### config.mk
export PLATFORM = sky130hd
export DESIGN_NAME = legv8_mc_control
export DESIGN_NICKNAME = d
export VERILOG_FILES = /design/src/rtl/legv8_pkg.sv /design/src/rtl/legv8_op_class.sv /design/src/rtl/legv8_mc_control.sv
export SDC_FILE = /design/constraint.sdc
export NUM_CORES = 1
export LEC_CHECK = 0
export ABC_AREA = 1
export CELL_PAD_IN_SITES_DETAIL_PLACEMENT = 0
export CELL_PAD_IN_SITES_GLOBAL_PLACEMENT = 2
export CORE_AREA = 2 2 50 64
export DETAILED_ROUTE_END_ITERATION = 7
export DIE_AREA = 0 0 52 66
export DONT_BUFFER_PORTS = 1
export GPL_ROUTABILITY_DRIVEN = 0
export PLACE_DENSITY_LB_ADDON = 0.1
export SLEW_MARGIN = 20
export SYNTH_ARGS = -nofsm -noshare
export SYNTH_HDL_FRONTEND = slang
export SYNTH_SLANG_ARGS = --single-unit
### constraint.sdc
create_clock -name clk -period 1.7 [get_ports clk]
set_clock_uncertainty 0.2 [all_clocks]
set_input_delay 0.34 -clock clk [delete_from_list [all_inputs] [get_ports clk]]
set_output_delay 0.34 -clock clk [all_outputs]
set_load 0.01 [all_outputs]
### src/rtl/legv8_pkg.sv
// rtl/legv8_pkg.sv - shared LEGv8 control encodings, opcode constants and state/class enums
package legv8_pkg;

    localparam logic [10:0] OP_ADD  = 11'b10001011000;
    localparam logic [10:0] OP_SUB  = 11'b11001011000;
    localparam logic [10:0] OP_AND  = 11'b10001010000;
    localparam logic [10:0] OP_ORR  = 11'b10101010000;
    localparam logic [10:0] OP_LDUR = 11'b11111000010;
    localparam logic [10:0] OP_STUR = 11'b11111000000;
    localparam logic [7:0]  OP_CBZ_PFX = 8'b10110100;
    localparam logic [5:0]  OP_B_PFX   = 6'b000101;

    localparam logic [1:0] ALUOP_ADD   = 2'b00;
    localparam logic [1:0] ALUOP_PASSB = 2'b01;
    localparam logic [1:0] ALUOP_RTYPE = 2'b10;

    localparam logic [1:0] SRCB_REG   = 2'b00;
    localparam logic [1:0] SRCB_FOUR  = 2'b01;
    localparam logic [1:0] SRCB_IMM   = 2'b10;
    localparam logic [1:0] SRCB_BROFF = 2'b11;

    localparam logic [1:0] PCSRC_ALU    = 2'b00;
    localparam logic [1:0] PCSRC_ALUOUT = 2'b01;
    localparam logic [1:0] PCSRC_BTGT   = 2'b10;

    typedef enum logic [3:0] {
        FETCH    = 4'd0,
        DECODE   = 4'd1,
        EXEC_R   = 4'd2,
        WB_R     = 4'd3,
        MEM_ADDR = 4'd4,
        MEM_RD   = 4'd5,
        WB_LD    = 4'd6,
        MEM_WR   = 4'd7,
        BR_CBZ   = 4'd8,
        BR_B     = 4'd9,
        TRAP     = 4'd10
    } legv8_state_t;

    typedef enum logic [2:0] {
        CLS_RTYPE   = 3'd0,
        CLS_LDUR    = 3'd1,
        CLS_STUR    = 3'd2,
        CLS_CBZ     = 3'd3,
        CLS_B       = 3'd4,
        CLS_ILLEGAL = 3'd5
    } legv8_class_t;

endpackage

### src/rtl/legv8_op_class.sv
// rtl/legv8_op_class.sv - combinational LEGv8 opcode to instruction-class decoder
module legv8_op_class
    import legv8_pkg::*;
(
    input  logic [10:0]  op_code,
    output legv8_class_t op_class
);

    // Exact R/D-format matches first, then the prefix-coded branch formats.
    always_comb begin
        op_class = CLS_ILLEGAL;
        if (op_code == OP_ADD || op_code == OP_SUB || op_code == OP_AND || op_code == OP_ORR)
            op_class = CLS_RTYPE;
        else if (op_code == OP_LDUR)
            op_class = CLS_LDUR;
        else if (op_code == OP_STUR)
            op_class = CLS_STUR;
        else if (op_code[10:3] == OP_CBZ_PFX)
            op_class = CLS_CBZ;
        else if (op_code[10:5] == OP_B_PFX)
            op_class = CLS_B;
    end

endmodule

### src/rtl/legv8_mc_control.sv
// rtl/legv8_mc_control.sv - LEGv8 multicycle main control FSM (optional perf counters: LEGV8_PERF_CNT_EN)
module legv8_mc_control
    import legv8_pkg::*;
#(
    parameter int unsigned FETCH_TIMEOUT = 0
) (
    input  logic        clk,
    input  logic        rst,
    input  logic [10:0] op_code,
    input  logic        zero,
    input  logic        mem_ready,
    output logic [1:0]  ALUOp,
    output logic        ALUSrcA,
    output logic [1:0]  ALUSrcB,
    output logic        IRWrite,
    output logic        PCWrite,
    output logic        PCWriteCond,
    output logic [1:0]  PCSource,
    output logic        MemRead,
    output logic        MemWrite,
    output logic        IorD,
    output logic        MemtoReg,
    output logic        RegWrite,
    output logic        Reg2Loc,
    output logic        illegal,
    output logic [3:0]  state
`ifdef LEGV8_PERF_CNT_EN
    ,
    output logic [31:0] cycle_count,
    output logic [31:0] instr_count
`endif
);

    legv8_state_t state_q;
    legv8_class_t op_class;
    logic         is_load_q;
    logic         illegal_q;
    logic [31:0]  wait_cnt;
    logic         mem_state;
    logic         mem_wait;
    logic         timeout_hit;
    logic         unused_zero;

    // The zero flag qualifies the PC load in the datapath, not the sequencing.
    assign unused_zero = zero;

    legv8_op_class u_op_class (
        .op_code  (op_code),
        .op_class (op_class)
    );

    assign mem_state   = (state_q == FETCH) || (state_q == MEM_RD) || (state_q == MEM_WR);
    assign mem_wait    = mem_state && !mem_ready;
    assign timeout_hit = (FETCH_TIMEOUT != 0) && mem_wait && (wait_cnt + 32'd1 == FETCH_TIMEOUT);

    assign state   = state_q;
    assign illegal = illegal_q;

    // Sequencer: state, remembered load/store direction, memory wait counter, sticky trap flag.
    always_ff @(posedge clk or posedge rst) begin
        if (rst) begin
            state_q   <= FETCH;
            is_load_q <= 1'b0;
            wait_cnt  <= '0;
            illegal_q <= 1'b0;
        end else begin
            wait_cnt <= mem_wait ? wait_cnt + 32'd1 : 32'd0;
            if (timeout_hit) begin
                state_q   <= TRAP;
                illegal_q <= 1'b1;
            end else begin
                case (state_q)
                    FETCH:    if (mem_ready) state_q <= DECODE;
                    DECODE: begin
                        is_load_q <= (op_class == CLS_LDUR);
                        case (op_class)
                            CLS_RTYPE:          state_q <= EXEC_R;
                            CLS_LDUR, CLS_STUR: state_q <= MEM_ADDR;
                            CLS_CBZ:            state_q <= BR_CBZ;
                            CLS_B:              state_q <= BR_B;
                            default: begin
                                state_q   <= TRAP;
                                illegal_q <= 1'b1;
                            end
                        endcase
                    end
                    EXEC_R:   state_q <= WB_R;
                    WB_R:     state_q <= FETCH;
                    MEM_ADDR: state_q <= is_load_q ? MEM_RD : MEM_WR;
                    MEM_RD:   if (mem_ready) state_q <= WB_LD;
                    WB_LD:    state_q <= FETCH;
                    MEM_WR:   if (mem_ready) state_q <= FETCH;
                    BR_CBZ:   state_q <= FETCH;
                    BR_B:     state_q <= FETCH;
                    default: begin
                        state_q   <= TRAP;
                        illegal_q <= 1'b1;
                    end
                endcase
            end
        end
    end

    // Moore control decode; reset forces the idle pattern at once so no write survives rst.
    always_comb begin
        ALUOp       = ALUOP_ADD;
        ALUSrcA     = 1'b0;
        ALUSrcB     = SRCB_REG;
        IRWrite     = 1'b0;
        PCWrite     = 1'b0;
        PCWriteCond = 1'b0;
        PCSource    = PCSRC_ALU;
        MemRead     = 1'b0;
        MemWrite    = 1'b0;
        IorD        = 1'b0;
        MemtoReg    = 1'b0;
        RegWrite    = 1'b0;
        Reg2Loc     = 1'b0;
        if (rst) begin
            ALUSrcB = SRCB_FOUR;
        end else begin
            case (state_q)
                FETCH: begin
                    MemRead = 1'b1;
                    ALUSrcB = SRCB_FOUR;
                    IRWrite = mem_ready;
                    PCWrite = mem_ready;
                end
                DECODE: begin
                    ALUSrcB = SRCB_BROFF;
                    Reg2Loc = (op_class == CLS_STUR) || (op_class == CLS_CBZ);
                end
                EXEC_R: begin
                    ALUSrcA = 1'b1;
                    ALUOp   = ALUOP_RTYPE;
                end
                WB_R:     RegWrite = 1'b1;
                MEM_ADDR: begin
                    ALUSrcA = 1'b1;
                    ALUSrcB = SRCB_IMM;
                end
                MEM_RD: begin
                    MemRead = 1'b1;
                    IorD    = 1'b1;
                end
                WB_LD: begin
                    RegWrite = 1'b1;
                    MemtoReg = 1'b1;
                end
                MEM_WR: begin
                    MemWrite = 1'b1;
                    IorD     = 1'b1;
                    Reg2Loc  = 1'b1;
                end
                BR_CBZ: begin
                    ALUSrcA     = 1'b1;
                    ALUOp       = ALUOP_PASSB;
                    Reg2Loc     = 1'b1;
                    PCWriteCond = 1'b1;
                    PCSource    = PCSRC_ALUOUT;
                end
                BR_B: begin
                    PCWrite  = 1'b1;
                    PCSource = PCSRC_BTGT;
                end
                default: ;
            endcase
        end
    end

`ifdef LEGV8_PERF_CNT_EN
    logic retire;

    // Every path back to FETCH leaves from one of these states.
    assign retire = (state_q == WB_R) || (state_q == WB_LD) || (state_q == BR_CBZ) ||
                    (state_q == BR_B) || ((state_q == MEM_WR) && mem_ready);

    // Free-running activity counters; both wrap naturally at 2^32.
    always_ff @(posedge clk or posedge rst) begin
        if (rst) begin
            cycle_count <= '0;
            instr_count <= '0;
        end else begin
            if (state_q != TRAP)
                cycle_count <= cycle_count + 32'd1;
            if (retire && !timeout_hit)
                instr_count <= instr_count + 32'd1;
        end
    end
`endif

endmodule

==> impl_metrics.json, run 1 <==
{
  "vias": 873,
  "synthSimpleGateAreaFrac": 0.482,
  "final_antenna_net_count": 0,
  "grt_first_pass_wirelength_um": 3710,
  "synth.net_count": 131,
  "mostFrequentLayoutCell": "nand2_1",
  "synth_seq_cells": 6,
  "synth.cell_area_sq_um": 647,
  "fmax_mhz": 516,
  "post-dp-hpwl_um": 1860,
  "synth_top_cell_area_share": 0.232,
  "number_of_global_route_vias_before_repair": 869,
  "gr-total-overflow": 0,
  "util_after_layout": 0.426,
  "place_area_sq_um": 871,
  "cts.clk_slew.worst_paths_ps": 50,
  "grtUsageTotal": 0.145,
  "final_max_slew_viol_count": 0,
  "failing_checks": "negative setup slack",
  "final.min_clock_period_ps": 1940,
  "worst_setup_path_start_kind": "flip-flop",
  "dieHeight_um": 66,
  "synth.yosys.warnings": 0,
  "power_mw": 1.61,
  "grt_util_met1": 0.141,
  "floorplan.io_pins": 36,
  "remaining_drc_errors": 0,
  "vias_per_cell": 4.69,
  "synthDistinctLibCells": 19,
  "core.rowCount": 22,
  "use_met3": 0.0271,
  "synth_xor_xnor_area_share": 0,
  "die-area_sq_um": 3430,
  "antenna_violations_before_repair": 0,
  "post_drt_wl_per_cell_um": 13.2,
  "routed_wl_um": 2450,
  "hold_viol": 0,
  "postLayoutSetupSlackWorst_ps": -240,
  "rsz0062_at_grt": "true",
  "synth_compound_gate_area_share": 0.145,
  "final-setup-viol-count": 17,
  "buffer_levels_on_the_longest_clock_path": 2,
  "area_growth_syn_to_layout_pct": 86.8,
  "yosysSeqAreaShare": 0.232,
  "grt.met2_usage": 0.293,
  "max_cap_viol_count": 0,
  "worst_hold_slack_ps": 69.1,
  "worst_ep_arrival_time_ps": 1400,
  "synthTopCellsByArea": "dfrtp_1 23%, nand2_1 19%, nor2_1 12%",
  "totalNegativeSetupSlack_ps": -2800,
  "power.leakage_nw": 0.562,
  "core_area_sq_um": 2840,
  "synthDominantAreaCellType": "dfrtp_1",
  "final_cell_mix": "25 x nand2_1, 23 x buf_4, 13 x inv_1",
  "design.final.nets": 167,
  "drive_gt1_frac": 0.520,
  "grt_start_max_net_pins": 12,
  "drt_pre_antenna_iters": 2,
  "slew-limit-headroom": 0.677,
  "yosys-mux-area-fraction": 0,
  "power.density_nw_per_um2": 1330,
  "clock_tree_from_tritoncts": "done",
  "num_antenna_cells": 0,
  "cp.required_ps": 1160,
  "critPathCaptureType": "output pin",
  "ir_drop_mv": 0.638,
  "synth_top_family_by_area": "simple AND/OR/NAND/NOR gates",
  "worst-slew-pin-transition_ps": 479,
  "synthAdderAreaFrac": 0,
  "globalRoute.busiestLayer": "met2",
  "worst-setup-path-type": "flip-flop to output pin",
  "worstHoldPathType": "primary input to flip-flop",
  "floorplan.initialDensity": 0.228,
  "layout.cell_area.non_filler_sq_um": 1210,
  "syn-mean-instance-area_sq_um": 5.58,
  "die_width_um": 52,
  "clockRootBuffer": "clkbuf_4",
  "drt-initial-drc-count": 15,
  "buffer_ports.inserted": 0,
  "clk_latency_ps": 240,
  "critical_path.max_fanout": 5,
  "clock_sinks": 6,
  "cts-htree-levels": 1,
  "status": "finished, violations left",
  "post-route-period-util": 1.14,
  "cts_buffers": 3,
  "netlist_instances": 116
}
-- sequential cells by signal, summed over array words and instances, names as in the netlist --
signal / count
illegal: 1
is_load_q: 1
state: 4
-- final cells by class --
| class | instances | area [sq um] |
|---|---|---|
| sequential | 6 | 155 |
| inverter | 19 | 76.3 |
| multi-input combinational | 88 | 614 |
| timing repair buffer | 34 | 295 |
| tap | 36 | 45.0 |
| fill | 301 | 1630 |
| clock buffer | 3 | 22.5 |
-- Yosys cell counts (all sizes together) --
master / n
dfrtp: 6
o21ai: 3
inv: 18
a21oi: 9
nor3: 7
buf: 2
clkbuf: 1
nand4: 3
a41o: 1
nor2: 21
o211ai: 1
clkinv: 1
nand3: 8
nand2: 33
a31oi: 2
-- layer usage --
metal,vias to the layer above,share of wire
met3,4,0.038
met2,20,0.57
li1,441,-
met5,-,0
met1,408,0.38
met4,0,0.013
-- power by group --
group          switching (mW)  internal [mW]
clock network          0.0525         0.0800
logic                   0.686          0.547
registers              0.0472          0.198
total                   0.785          0.825
-- worst paths after layout --
path | startpoint | to | slack, ps | depth (start not counted)
min in group asynchronous | rst | is_load_q | 460 | 3
worst max-delay path | state[3] | MemRead | -240 | 5
max in group asynchronous | rst | state[0] | 590 | 3
worst min register to register | is_load_q | is_load_q | 320 | 2
worst max register to register | state[1] | state[0] | -170 | 9
worst min-delay path | mem_ready | state[1] | 70 | 2
-- critical path, cell delays in order, from the launching register on --
cell and delay, ps:
dfrtp_2 420, buf_6 130, nor2_4 180, nand3_1 140, a21oi_2 160, buf_4 130
-- stage by stage --
stage	setup WS [ps]	std cells
after floorplan	-13.0	116
after global placement	-59.1	173
after detailed placement	-31.0	173
after CTS	-239	182
after global routing	-320	186
final	-240	186
-- cells by family after synthesis --
logic type,count (synthesis)
AND/OR/NAND/NOR,72
AO/OA/AOI/OAI,16
buffers and inverters,22
flip-flops,6
-- repair_timing --
| item | 4_1_cts | 5_1_grt |
|---|---|---|
| pin swaps | 12 | 17 |
| setup buffers | 5 | 6 |
| hold buffers | 1 | 0 |
| setup endpoints to repair | 16 | 22 |
| gates resized for setup | 32 | 29 |
| endpoints found under the hold margin | 6 | 0 |
(Power assumes the default switching activity.)
==> inputs of run 2 (changes only) <==
--- a/config.mk
+++ b/config.mk
@@ -8,9 +8,9 @@
 export ABC_AREA = 1
 export CELL_PAD_IN_SITES_DETAIL_PLACEMENT = 0
 export CELL_PAD_IN_SITES_GLOBAL_PLACEMENT = 2
-export CORE_AREA = 2 2 50 64
+export CORE_AREA = 2 2 66 49
 export DETAILED_ROUTE_END_ITERATION = 7
-export DIE_AREA = 0 0 52 66
+export DIE_AREA = 0 0 68 51
 export DONT_BUFFER_PORTS = 1
 export GPL_ROUTABILITY_DRIVEN = 0
 export PLACE_DENSITY_LB_ADDON = 0.1
==> run 2 against run 1 <==
Net effect: the flow still finishes with violations (negative setup slack); hold slack better by 17 ps; sequential power up 11%; combinational power up 9%; total power up 14%; wire length up 4.9%; critical path type unchanged; largest cell class unchanged; largest power group unchanged; highest routed layer is now met3.
==> impl_metrics.json, run 2 (same netlist as run 1, synthesis figures left out) <==
{
  "clk_latency_ps": 220,
  "cp.required_ps": 1160,
  "ir_drop_mv": 0.599,
  "post-route-period-util": 1.14,
  "cts.clk_slew.worst_paths_ps": 40,
  "num_antenna_cells": 0,
  "dp_slack_ps": -36.8,
  "critPathCaptureType": "output pin",
  "grt_first_pass_wirelength_um": 3960,
  "worst-slew-pin-transition_ps": 488,
  "antenna_violations_before_repair": 0,
  "hold_viol": 0,
  "final_max_slew_viol_count": 0,
  "worst-setup-path-type": "flip-flop to output pin",
  "fmax_mhz": 514,
  "gr-total-overflow": 0,
  "fillers": 303,
  "floorplan.initialDensity": 0.220,
  "place_area_sq_um": 881,
  "cts-htree-levels": 1,
  "dieHeight_um": 51,
  "grtUsageTotal": 0.149,
  "layout.cell_area.non_filler_sq_um": 1260,
  "slew-limit-headroom": 0.671,
  "vias": 871,
  "final_antenna_net_count": 0,
  "floorplan.io_pins": 36,
  "clock_tree_from_tritoncts": "done",
  "remaining_drc_errors": 0,
  "power.leakage_nw": 0.563,
  "core.rowCount": 17,
  "cts_buffers": 3,
  "area_growth_syn_to_layout_pct": 94.2,
  "drive_gt1_frac": 0.546,
  "status": "finished, violations left",
  "worstHoldPathType": "primary input to flip-flop",
  "design.final.nets": 168,
  "placed_cells": 176,
  "largest_register_ff_count": 4,
  "final-setup-viol-count": 14,
  "multi_input_area_sq_um": 624,
  "drt-initial-drc-count": 28,
  "rsz0062_at_grt": "true",
  "util_after_layout": 0.428,
  "die-area_sq_um": 3470,
  "fin_cells": 190,
  "max_cap_viol_count": 0,
  "post_drt_wl_per_cell_um": 13.5,
  "grt_start_max_net_pins": 12,
  "clockRootBuffer": "clkbuf_8",
  "drt_pre_antenna_iters": 4,
  "core_area_sq_um": 2940,
  "final.min_clock_period_ps": 1940,
  "clock_sinks": 6,
  "die_width_um": 68,
  "final_cell_mix": "24 x nand2_1, 24 x buf_4, 12 x inv_1",
  "worst_setup_path_start_kind": "flip-flop",
  "failing_checks": "negative setup slack",
  "buffer_levels_on_the_longest_clock_path": 2,
  "routed_wl_um": 2570,
  "power.density_nw_per_um2": 1460,
  "sequential_cell_area_sq_um": 155,
  "postLayoutSetupSlackWorst_ps": -245,
  "buffer_ports.inserted": 0,
  "vias_per_cell": 4.58,
  "post-dp-hpwl_um": 1810,
  "critical_path.max_fanout": 5,
  "worst_ep_arrival_time_ps": 1400,
  "number_of_global_route_vias_before_repair": 883,
  "worst_hold_slack_ps": 86.0
}
-- run 2: cell count changes in the layout (fill, tap and decap cells not counted), moves of 2 or more --
cell,delta
inv_4,+4
clkbuf_4,-3
clkbuf_8,+3
inv_2,-2
nand2_2,+2
nor2_1,-2
nor2_2,+2
-- run 2: final timing paths --
check                      endpoint  cells past startpoint       from  slack, ps
min in group asynchronous  state[3]                      3        rst        470
min reg2reg                 illegal                      2    illegal        330
max in group asynchronous  state[2]                      3        rst        580
max                         Reg2Loc                      5   state[2]       -240
min                        state[1]                      2  mem_ready         90
max reg2reg                state[0]                      9   state[2]         30
-- run 2: layout make-up --
| class | instances | area share |
|---|---|---|
| multi-input combinational | 88 | 0.497 |
| timing repair buffer | 35 | 0.241 |
| sequential | 6 | 0.124 |
| inverter | 19 | 0.0647 |
| tap | 38 | 0.0378 |
| clock buffer | 4 | 0.0359 |
-- run 2: timing repair --
item	in CTS	in global routing
resized for setup	36	31
setup buffers	8	7
hold buffers	1	0
hold endpoints to repair	6	0
pin swaps	12	19
endpoints found under the setup margin	15	20
-- run 2: per-stage QoR --
stage,TNS [ps],power [mW]
finish,-2250,1.84
global route,-3230,1.97
CTS,-1670,1.60
detailed placement,-58.3,1.04
global placement,-87.7,1.05
floorplan,-26.1,0.692
-- run 2: worst max-delay path, stage by stage (launching register included) --
cell	delay [ps]
dfrtp_2	460
buf_4	170
nor3_4	200
a31oi_1	90
a21oi_2	150
buf_4	130
-- run 2: per-layer routing --
metal,wire [um],up-vias,GRT usage,part of all wire
met1,1270,408,0.210,0.49
li1,-,442,-,-
met3,171,0,0.0396,0.066
met5,0,-,0,0
met2,1130,21,0.217,0.44
met4,0,0,0.0533,0
-- run 2: power breakdown --
group / leakage (nW) / switching, mW / internal (mW) / total, mW
Clock: 0.0228 / 0.0615 / 0.161 / 0.223
Sequential: 0.0666 / 0.0737 / 0.198 / 0.272
Combinational: 0.473 / 0.725 / 0.616 / 1.34
Total: 0.563 / 0.861 / 0.976 / 1.84
